$ cat config.mk
export PLATFORM = sky130hd
export DESIGN_NAME = gate_exerciser
export DESIGN_NICKNAME = d
export VERILOG_FILES = /design/src/rtl/gate_exerciser_pkg.sv /design/src/rtl/gate_exerciser_popcount7.sv /design/src/rtl/gate_exerciser.sv
export SDC_FILE = /design/constraint.sdc
export NUM_CORES = 1
export LEC_CHECK = 0
export ABC_AREA = 1
export BUFFER_PORTS_ARGS = -buffer_cell sky130_fd_sc_hd__buf_2
export CORE_AREA = 5 5 48 71
export DETAILED_ROUTE_END_ITERATION = 16
export DIE_AREA = 0 0 53 76
export HOLD_SLACK_MARGIN = 0.12
export PLACE_DENSITY = 0.77
export SYNTH_ARGS = -nofsm -noshare
export SYNTH_HDL_FRONTEND = slang
export SYNTH_SLANG_ARGS = --single-unit
$ cat constraint.sdc
create_clock -name clk -period 4.8 [get_ports clk]
set_input_delay 0.48 -clock clk [delete_from_list [all_inputs] [get_ports clk]]
set_output_delay 0.48 -clock clk [all_outputs]
set_load 0.05 [all_outputs]
$ cat src/rtl/gate_exerciser_pkg.sv
// Shared types and the golden gate model for the gate exerciser.
package gate_exerciser_pkg;

  typedef enum logic [1:0] {
    IDLE,
    SETTLE,
    CHECK,
    DONE
  } state_t;

  localparam int unsigned RES_W    = 7;
  localparam int unsigned IDX_AND  = 0;
  localparam int unsigned IDX_NAND = 1;
  localparam int unsigned IDX_OR   = 2;
  localparam int unsigned IDX_NOR  = 3;
  localparam int unsigned IDX_XOR  = 4;
  localparam int unsigned IDX_XNOR = 5;
  localparam int unsigned IDX_NOT  = 6;

  function automatic logic [RES_W-1:0] gate_expected(input logic a, input logic b);
    logic [RES_W-1:0] e;
    e           = '0;
    e[IDX_AND]  = a & b;
    e[IDX_NAND] = ~(a & b);
    e[IDX_OR]   = a | b;
    e[IDX_NOR]  = ~(a | b);
    e[IDX_XOR]  = a ^ b;
    e[IDX_XNOR] = ~(a ^ b);
    e[IDX_NOT]  = ~a;
    return e;
  endfunction

endpackage

$ cat src/rtl/gate_exerciser_popcount7.sv
// Combinational population count of a 7-bit mismatch vector.
module gate_exerciser_popcount7 (
  input  logic [6:0] i_bits,
  output logic [2:0] o_count
);

  always_comb begin
    o_count = '0;
    for (int unsigned i = 0; i < 7; i++) begin
      o_count = o_count + {2'b00, i_bits[i]};
    end
  end

endmodule

$ cat src/rtl/gate_exerciser.sv
// Self-test harness for a two-input gate block: sweeps ab=00..11, checks seven results.
// Optional macro GATE_EXERCISER_LOOP_EN: repeat passes while start stays high.
module gate_exerciser
  import gate_exerciser_pkg::*;
#(
  parameter int unsigned SETTLE_CYCLES = 2,
  parameter int unsigned ERR_CNT_W     = 8
) (
  input  logic                 clk,
  input  logic                 rst,
  input  logic                 start,
  output logic                 a_o,
  output logic                 b_o,
  input  logic [6:0]           result_i,
  output logic                 busy,
  output logic                 done,
  output logic                 pass,
  output logic [ERR_CNT_W-1:0] err_cnt,
  output logic [6:0]           fail_mask
);

  localparam int unsigned      CNT_W    = (SETTLE_CYCLES > 1) ? $clog2(SETTLE_CYCLES) : 1;
  localparam logic [CNT_W-1:0] CNT_LOAD = CNT_W'(SETTLE_CYCLES - 1);

  state_t               r_state;
  state_t               w_next;
  logic [1:0]           r_vec;
  logic [CNT_W-1:0]     r_cnt;
  logic [ERR_CNT_W-1:0] r_err;
  logic [RES_W-1:0]     r_mask;
  logic                 r_pass;

  logic [RES_W-1:0]     w_mismatch;
  logic [2:0]           w_pop;
  logic [ERR_CNT_W:0]   w_sum;
  logic [ERR_CNT_W-1:0] w_err_next;
  logic                 w_loop;
  logic                 w_last;

  assign w_mismatch = gate_expected(r_vec[1], r_vec[0]) ^ result_i;

  gate_exerciser_popcount7 u_pop (
    .i_bits  (w_mismatch),
    .o_count (w_pop)
  );

  // One spare MSB catches the carry; any carry clamps to all-ones.
  assign w_sum      = {1'b0, r_err} + (ERR_CNT_W + 1)'(w_pop);
  assign w_err_next = w_sum[ERR_CNT_W] ? '1 : w_sum[ERR_CNT_W-1:0];

`ifdef GATE_EXERCISER_LOOP_EN
  assign w_loop = start;
`else
  assign w_loop = 1'b0;
`endif

  assign w_last = (r_vec == 2'd3) && !w_loop;

  always_comb begin
    w_next = r_state;
    case (r_state)
      IDLE:    if (start) w_next = SETTLE;
      SETTLE:  if (r_cnt == '0) w_next = CHECK;
      CHECK:   w_next = w_last ? DONE : SETTLE;
      DONE:    w_next = IDLE;
      default: w_next = IDLE;
    endcase
  end

  always_ff @(posedge clk or posedge rst) begin
    if (rst) r_state <= IDLE;
    else     r_state <= w_next;
  end

  always_ff @(posedge clk or posedge rst) begin
    if (rst) begin
      r_vec  <= '0;
      r_cnt  <= '0;
      r_err  <= '0;
      r_mask <= '0;
      r_pass <= 1'b0;
    end else begin
      case (r_state)
        IDLE: begin
          if (start) begin
            r_err  <= '0;
            r_mask <= '0;
            r_pass <= 1'b0;
            r_vec  <= '0;
            r_cnt  <= CNT_LOAD;
          end
        end
        SETTLE: begin
          if (r_cnt != '0) r_cnt <= r_cnt - CNT_W'(1);
        end
        CHECK: begin
          r_mask <= r_mask | w_mismatch;
          r_err  <= w_err_next;
          // vec 3 -> 0 here only happens in loop mode (w_last false).
          if (!w_last) begin
            r_vec <= r_vec + 2'd1;
            r_cnt <= CNT_LOAD;
          end
        end
        DONE: begin
          r_pass <= (r_err == '0);
        end
        default: ;
      endcase
    end
  end

  assign a_o       = r_vec[1];
  assign b_o       = r_vec[0];
  assign busy      = (r_state == SETTLE) || (r_state == CHECK);
  assign done      = (r_state == DONE);
  assign pass      = r_pass;
  assign err_cnt   = r_err;
  assign fail_mask = r_mask;

endmodule

==> flow_metrics.env, run 1 <==
export IMPL_ant_nets=0
export IMPL_grt_pass1_vias=1211
export IMPL_fin_crit_ps=3940
export IMPL_dp_hpwl_mm=2.33
export IMPL_dpl_cell_count=236
export IMPL_setup_viol=0
export IMPL_die_y_um=76
export IMPL_start_util=0.508
export IMPL_cts_tree="done"
export IMPL_rows=24
export IMPL_cts_hold_buffers=0
export IMPL_gp_congestion=0.828
export IMPL_cts_buffers=3
export IMPL_drt_initial_drc_count=39
export IMPL_timing_final_ws_setup_ps=865
export IMPL_htree_levels=1
export IMPL_grt_start_max_net_pins=22
export IMPL_cts_max_path_buffers=2
export IMPL_synth_fp_nets=194
export IMPL_crit_chain="inv_1 > ha_1 > xor2_1 > fa_1 > fa_1 > ha_1 > fa_1 > inv_1 > fa_1 > inv_1 > nand2_1 > nand2_2 > nand3_1 > nor3_1 > o21ai_1"
export IMPL_ys_seq_area_frac=0.370
export IMPL_met2_length_mm=1.62
export IMPL_dr_pass1_iters=5
export IMPL_critical_path_max_fanout=5
export IMPL_drt_met1_wl_mm=1.22
export IMPL_tns_ps=0
export IMPL_core_area_um2=2790
export IMPL_yosysUniqueCellTypes=28
export IMPL_vias=1182
export IMPL_drive_above_1_share=0.244
export IMPL_root_buffer="clkbuf_8"
export IMPL_critPathArrivalTime_ps=4090
export IMPL_rsz0062_at_grt="false"
export IMPL_skew_ps=1.56
export IMPL_io_buffer_count=29
export IMPL_cts_sinks=21
export IMPL_required_ps=4950
export IMPL_routed_wl_mm=2.94
export IMPL_finalNetCount=227
export IMPL_clk_latency_ps=260
export IMPL_fin_util=0.590
export IMPL_clkTransAtPathRegs_ps=80
export IMPL_postSynthCellCount=169
export IMPL_max_cap_viol_count=0
export IMPL_die_area_um2=4030
export IMPL_wl_met3_um=83
export IMPL_die_width_um=53
export IMPL_worstHoldPathType="primary input to async pin"
export IMPL_syn_area_um2=1420
export IMPL_fmax_mhz=254
export IMPL_synth_seq_cells=21
export IMPL_wl_per_cell_um=12.2
export IMPL_mostFrequentLayoutCells="40 x nand2_1, 29 x buf_2, 21 x inv_1, 21 x dfrtp_1, 14 x nand3_1"
export IMPL_critPathBufInv=3
export IMPL_slowest_stage="fa_1"
export IMPL_worstSetupStartpointType="flip-flop"
export IMPL_slew_limit_headroom=0.448
export IMPL_grt_antenna_before_repair=0
export IMPL_status="completed"
export IMPL_drc=0
export IMPL_grt_remaining_overflow=0
export IMPL_hold_viol=0
export IMPL_cpMostUsedCell="fa_1"
export IMPL_slew_viol_final=0
export IMPL_fin_cells=240
export IMPL_ys_warn_count=0
export IMPL_worst_pin_slew_ps=827
export IMPL_endpoint_kind="flip-flop"
export IMPL_syn_area_per_cell_um2=8.40
export IMPL_cts_resized=0
export IMPL_grt_pass1_wl_mm=5.29
export IMPL_worstRegToRegCells=15
export IMPL_r2r_start="r_vec[1]$_DFFE_PP0P_"
export IMPL_max_stage_delay_ps=500
export IMPL_r2r_slack_ps=860
export IMPL_place_ws_ps=883
export IMPL_top_layer="met4"
export IMPL_syn_to_final_growth_pct=16.1
export IMPL_r2r_end="err_cnt[6]$_DFFE_PP0P_"
export IMPL_grt_usage=0.169
export IMPL_final_common_cell="nand2_1"
export IMPL_post_cts_setup_buffers=0
export IMPL_crit_family="adder cells"
export IMPL_diodes=0
export IMPL_fin_crit_sh=0.820
export IMPL_num_io_pins=30
export IMPL_via_per_inst=4.93
export IMPL_worstSetupPathType="flip-flop to flip-flop"
-- kinds of logic (layout without fill, tap and decap cells) --
family          after synthesis  count (layout)  share of synthesized area
simple gates                 79              79                      0.264
fa+ha+maj                    15              15                      0.153
flops                        21              21                      0.370
buf+inv                      25              57                     0.0723
xor+xnor                      9               9                     0.0556
compound gates               20              20                     0.0847
-- synthesized netlist by cell type --
master,count,share of area
a21oi_1,5,0.018
a21oi_2,3,0.019
a31oi_1,1,0.0044
and2_1,1,0.0044
buf_6,1,0.0079
clkinv_2,1,0.0035
dfrtp_1,21,0.37
fa_1,4,0.056
ha_1,11,0.097
inv_1,21,0.056
inv_2,2,0.0053
nand2_1,40,0.11
nand2_2,2,0.0088
nand2_4,2,0.016
nand3_1,14,0.049
nand3_4,1,0.012
nand3b_1,1,0.0053
nor2_1,11,0.029
nor2_2,1,0.0044
nor2_4,1,0.0079
nor3_1,2,0.0071
nor4_1,2,0.0088
o21ai_0,8,0.028
o21ai_1,1,0.0035
o21ai_2,2,0.012
or2_2,1,0.0044
xnor2_1,5,0.031
xor2_1,4,0.025
-- sequential cells by signal (all words and copies together) (netlist names) --
name	count
r_cnt	1
err_cnt	8
r_state	2
fail_mask	7
pass	1
r_vec	2
-- area by class of cell --
| class | instances | area, µm² |
|---|---|---|
| sequential | 21 | 526 |
| clock buffer | 3 | 41.3 |
| tap | 39 | 48.8 |
| inverter | 24 | 91.3 |
| fill | 269 | 1140 |
| timing repair buffer | 29 | 145 |
| clock inverter | 1 | 5.00 |
| multi-input combinational | 123 | 791 |
-- routing by layer --
layer,vias up,track usage
li1,603,-
met1,564,0.210
met2,13,0.291
met3,2,0.0294
met4,0,0.0460
met5,-,0
-- how the worst max path moves through the flow --
stage / start / end / slack, ps / cells past startpoint
after floorplan: r_vec[1]$_DFFE_PP0P_ / err_cnt[6]$_DFFE_PP0P_ / 670 / 15
after global placement: r_vec[1]$_DFFE_PP0P_ / err_cnt[6]$_DFFE_PP0P_ / 950 / 15
after detailed placement: r_vec[1]$_DFFE_PP0P_ / err_cnt[6]$_DFFE_PP0P_ / 880 / 15
after CTS: r_vec[1]$_DFFE_PP0P_ / err_cnt[6]$_DFFE_PP0P_ / 860 / 15
after global routing: r_vec[1]$_DFFE_PP0P_ / err_cnt[6]$_DFFE_PP0P_ / 620 / 16
final: r_vec[1]$_DFFE_PP0P_ / err_cnt[6]$_DFFE_PP0P_ / 860 / 15
-- through the flow --
stage,hold slack (ps),instance area [µm²]
2_1_floorplan,453,1420
5_1_grt,445,1650
3_5_place_dp,486,1600
4_1_cts,409,1650
6_report,366,1650
3_3_place_gp,468,1600
Power of run 1 is left out: the tool's default activity adds up to more than one toggle a clock period on the data nets, which glitch-free logic cannot reach.
==> run 2, diff against run 1 <==
--- a/config.mk
+++ b/config.mk
@@ -7,11 +7,11 @@
 export LEC_CHECK = 0
 export ABC_AREA = 1
 export BUFFER_PORTS_ARGS = -buffer_cell sky130_fd_sc_hd__buf_2
-export CORE_AREA = 5 5 48 71
+export CORE_AREA = 5 5 50 74
 export DETAILED_ROUTE_END_ITERATION = 16
-export DIE_AREA = 0 0 53 76
+export DIE_AREA = 0 0 55 79
 export HOLD_SLACK_MARGIN = 0.12
-export PLACE_DENSITY = 0.77
+export PLACE_DENSITY = 0.74
 export SYNTH_ARGS = -nofsm -noshare
 export SYNTH_HDL_FRONTEND = slang
 export SYNTH_SLANG_ARGS = --single-unit
==> constraint.sdc (replaced) <==
create_clock -name clk -period 3.16 [get_ports clk]
set_input_delay 0.316 -clock clk [delete_from_list [all_inputs] [get_ports clk]]
set_output_delay 0.316 -clock clk [all_outputs]
set_load 0.05 [all_outputs]
==> run 2 against run 1 <==
  * The flow now finishes with violations (setup timing)
  * Sequential share of layout area is 4.6 points lower
  * Core utilization is 4.7 points higher
  * Flip-flop and latch count stayed put
  * Count of clock-buffer cells in the layout stayed put
  * Clock skew is 1.6 ps higher
  * Via count is 6.9% higher
  * Non-clock buffer count is 17 higher
  * Setup slack worse by 1200 ps
  * Largest cell class unchanged
  * Highest routed layer unchanged
  * Hold slack worse by 170 ps
  * Register-to-register slack worse by 1200 ps
  * Final cell count is 7.5% higher
==> flow_metrics.env, run 2 (same netlist as run 1, synthesis figures left out) <==
export IMPL_status="complete, but fails checks"
export IMPL_failed_checks="setup timing"
export IMPL_routed_wl_mm=3.33
export IMPL_clkTransAtPathRegs_ps=80
export IMPL_start_util=0.468
export IMPL_worstHoldPathType="primary input to async pin"
export IMPL_cts_max_path_buffers=2
export IMPL_rows=25
export IMPL_wl_per_cell_um=12.9
export IMPL_syn_to_final_growth_pct=36.2
export IMPL_io_buffer_count=29
export IMPL_timing_final_ws_setup_ps=-344
export IMPL_slew_limit_headroom=0.456
export IMPL_worstSetupStartpointType="flip-flop"
export IMPL_die_area_um2=4350
export IMPL_grt_remaining_overflow=0
export IMPL_max_stage_delay_ps=540
export IMPL_endpoint_kind="flip-flop"
export IMPL_dp_hpwl_mm=2.54
export IMPL_dpl_cell_count=251
export IMPL_critPathBufInv=3
export IMPL_max_cap_viol_count=0
export IMPL_rsz0062_at_grt="true"
export IMPL_die_width_um=55
export IMPL_finalNetCount=244
export IMPL_worst_hold_slack_ps=192
export IMPL_slowest_stage="fa_2"
export IMPL_critical_path_max_fanout=5
export IMPL_required_ps=3320
export IMPL_hold_viol=0
export IMPL_drive_above_1_share=0.440
export IMPL_crit_family="adder cells"
export IMPL_diodes=0
export IMPL_grt_pass1_wl_mm=5.53
export IMPL_fin_util=0.637
export IMPL_num_io_pins=30
export IMPL_via_per_inst=4.90
export IMPL_cts_buffers=3
export IMPL_fin_crit_sh=1.11
export IMPL_mostFrequentLayoutCells="33 x nand2_1, 29 x buf_2, 19 x dfrtp_1"
export IMPL_cts_hold_buffers=0
export IMPL_setup_viol=8
export IMPL_die_y_um=79
export IMPL_worst_pin_slew_ps=814
export IMPL_drt_initial_drc_count=22
export IMPL_root_buffer="clkbuf_8"
export IMPL_fin_crit_ps=3500
export IMPL_skew_ps=3.15
export IMPL_cpMostUsedCell="nand2_2"
export IMPL_final_common_cell="nand2_1"
export IMPL_clk_latency_ps=270
export IMPL_fmax_mhz=285
export IMPL_cts_tree="done"
export IMPL_ant_nets=0
export IMPL_largest_register_ffs=8
export IMPL_worstSetupPathType="flip-flop to flip-flop"
export IMPL_grt_start_max_net_pins=22
export IMPL_critPathArrivalTime_ps=3670
export IMPL_drc=0
export IMPL_gp_congestion=0.774
export IMPL_cts_sinks=21
export IMPL_core_area_um2=3030
export IMPL_vias=1264
export IMPL_grt_antenna_before_repair=0
export IMPL_htree_levels=1
export IMPL_fin_cells=258
export IMPL_crit_chain="inv_2 > ha_4 > xor2_4 > fa_1 > fa_1 > ha_2 > fa_2 > inv_2 > fa_2 > inv_2 > nand2_2 > nand2_4 > nand2_2 > nand2_2 > nand3_2 > nand2_2 > o21ai_2"
export IMPL_dr_pass1_iters=4
export IMPL_grt_usage=0.174
export IMPL_grt_pass1_vias=1262
export IMPL_slew_viol_final=0
run 2: cell types whose count changed in the layout (fill, tap and decap cells not counted), moves of 3 or more:
cell / change
buf_4: +17
ha_1: -4
ha_4: +3
inv_1: -4
inv_2: +4
nand2_1: -7
nand2_2: +5
nand3_1: -7
nand3_2: +6
run 2: layout make-up:
type                       count  area [µm²]
sequential                    21         528
timing repair buffer          46         273
clock inverter                 1        5.00
inverter                      24        91.3
clock buffer                   3        41.3
fill                         266        1100
multi-input combinational    123         945
tap                           40        50.0
run 2: what timing repair did:
| action | 4_1_cts | 5_1_grt |
|---|---|---|
| setup endpoints to repair | 8 | 8 |
| buffers inserted | 1 | 2 |
| pin swaps | 7 | 7 |
| gates cloned | 0 | 0 |
| resized for setup | 2 | 18 |
run 2: per-stage QoR:
stage	area [µm²]	worst slack, ps	setup TNS (ps)
floorplan	1490	-615	-4320
global placement	1780	-436	-3110
detailed placement	1780	-479	-3470
CTS	1840	-386	-2720
global route	1930	-488	-3650
finish	1930	-344	-2530
run 2: metal layers:
metal,up-vias,global-route usage,part of all wire
li1,635,-,-
met1,593,0.207,0.38
met2,25,0.295,0.56
met3,11,0.0244,0.025
met4,0,0.0803,0.035
met5,-,0,0
run 2: final timing paths:
path	startpoint	endpoint	slack [ps]	depth (start not counted)
max	r_vec[0]$_DFFE_PP0P_	err_cnt[4]$_DFFE_PP0P_	-340	17
max reg2reg	r_vec[0]$_DFFE_PP0P_	err_cnt[4]$_DFFE_PP0P_	-340	17
min reg2reg	fail_mask[0]$_DFFE_PP0P_	fail_mask[0]$_DFFE_PP0P_	500	2
min in group clk	start	pass$_DFFE_PP0P_	420	4
max in group asynchronous	rst	r_vec[0]$_DFFE_PP0P_	2410	2
min	rst	pass$_DFFE_PP0P_	190	2
run 2: worst register-to-register path: stages (launching register included):
cell and delay (ps):
dfrtp_2 410, inv_2 80, ha_4 220, xor2_4 150, fa_1 500, fa_1 420, ha_2 200, fa_2 540
inv_2 40, fa_2 340, inv_2 60, nand2_2 50, nand2_4 90, nand2_2 60, nand2_2 70, nand3_2 60
nand2_2 60, o21ai_2 40
Power of run 2 is left out for the same reason.
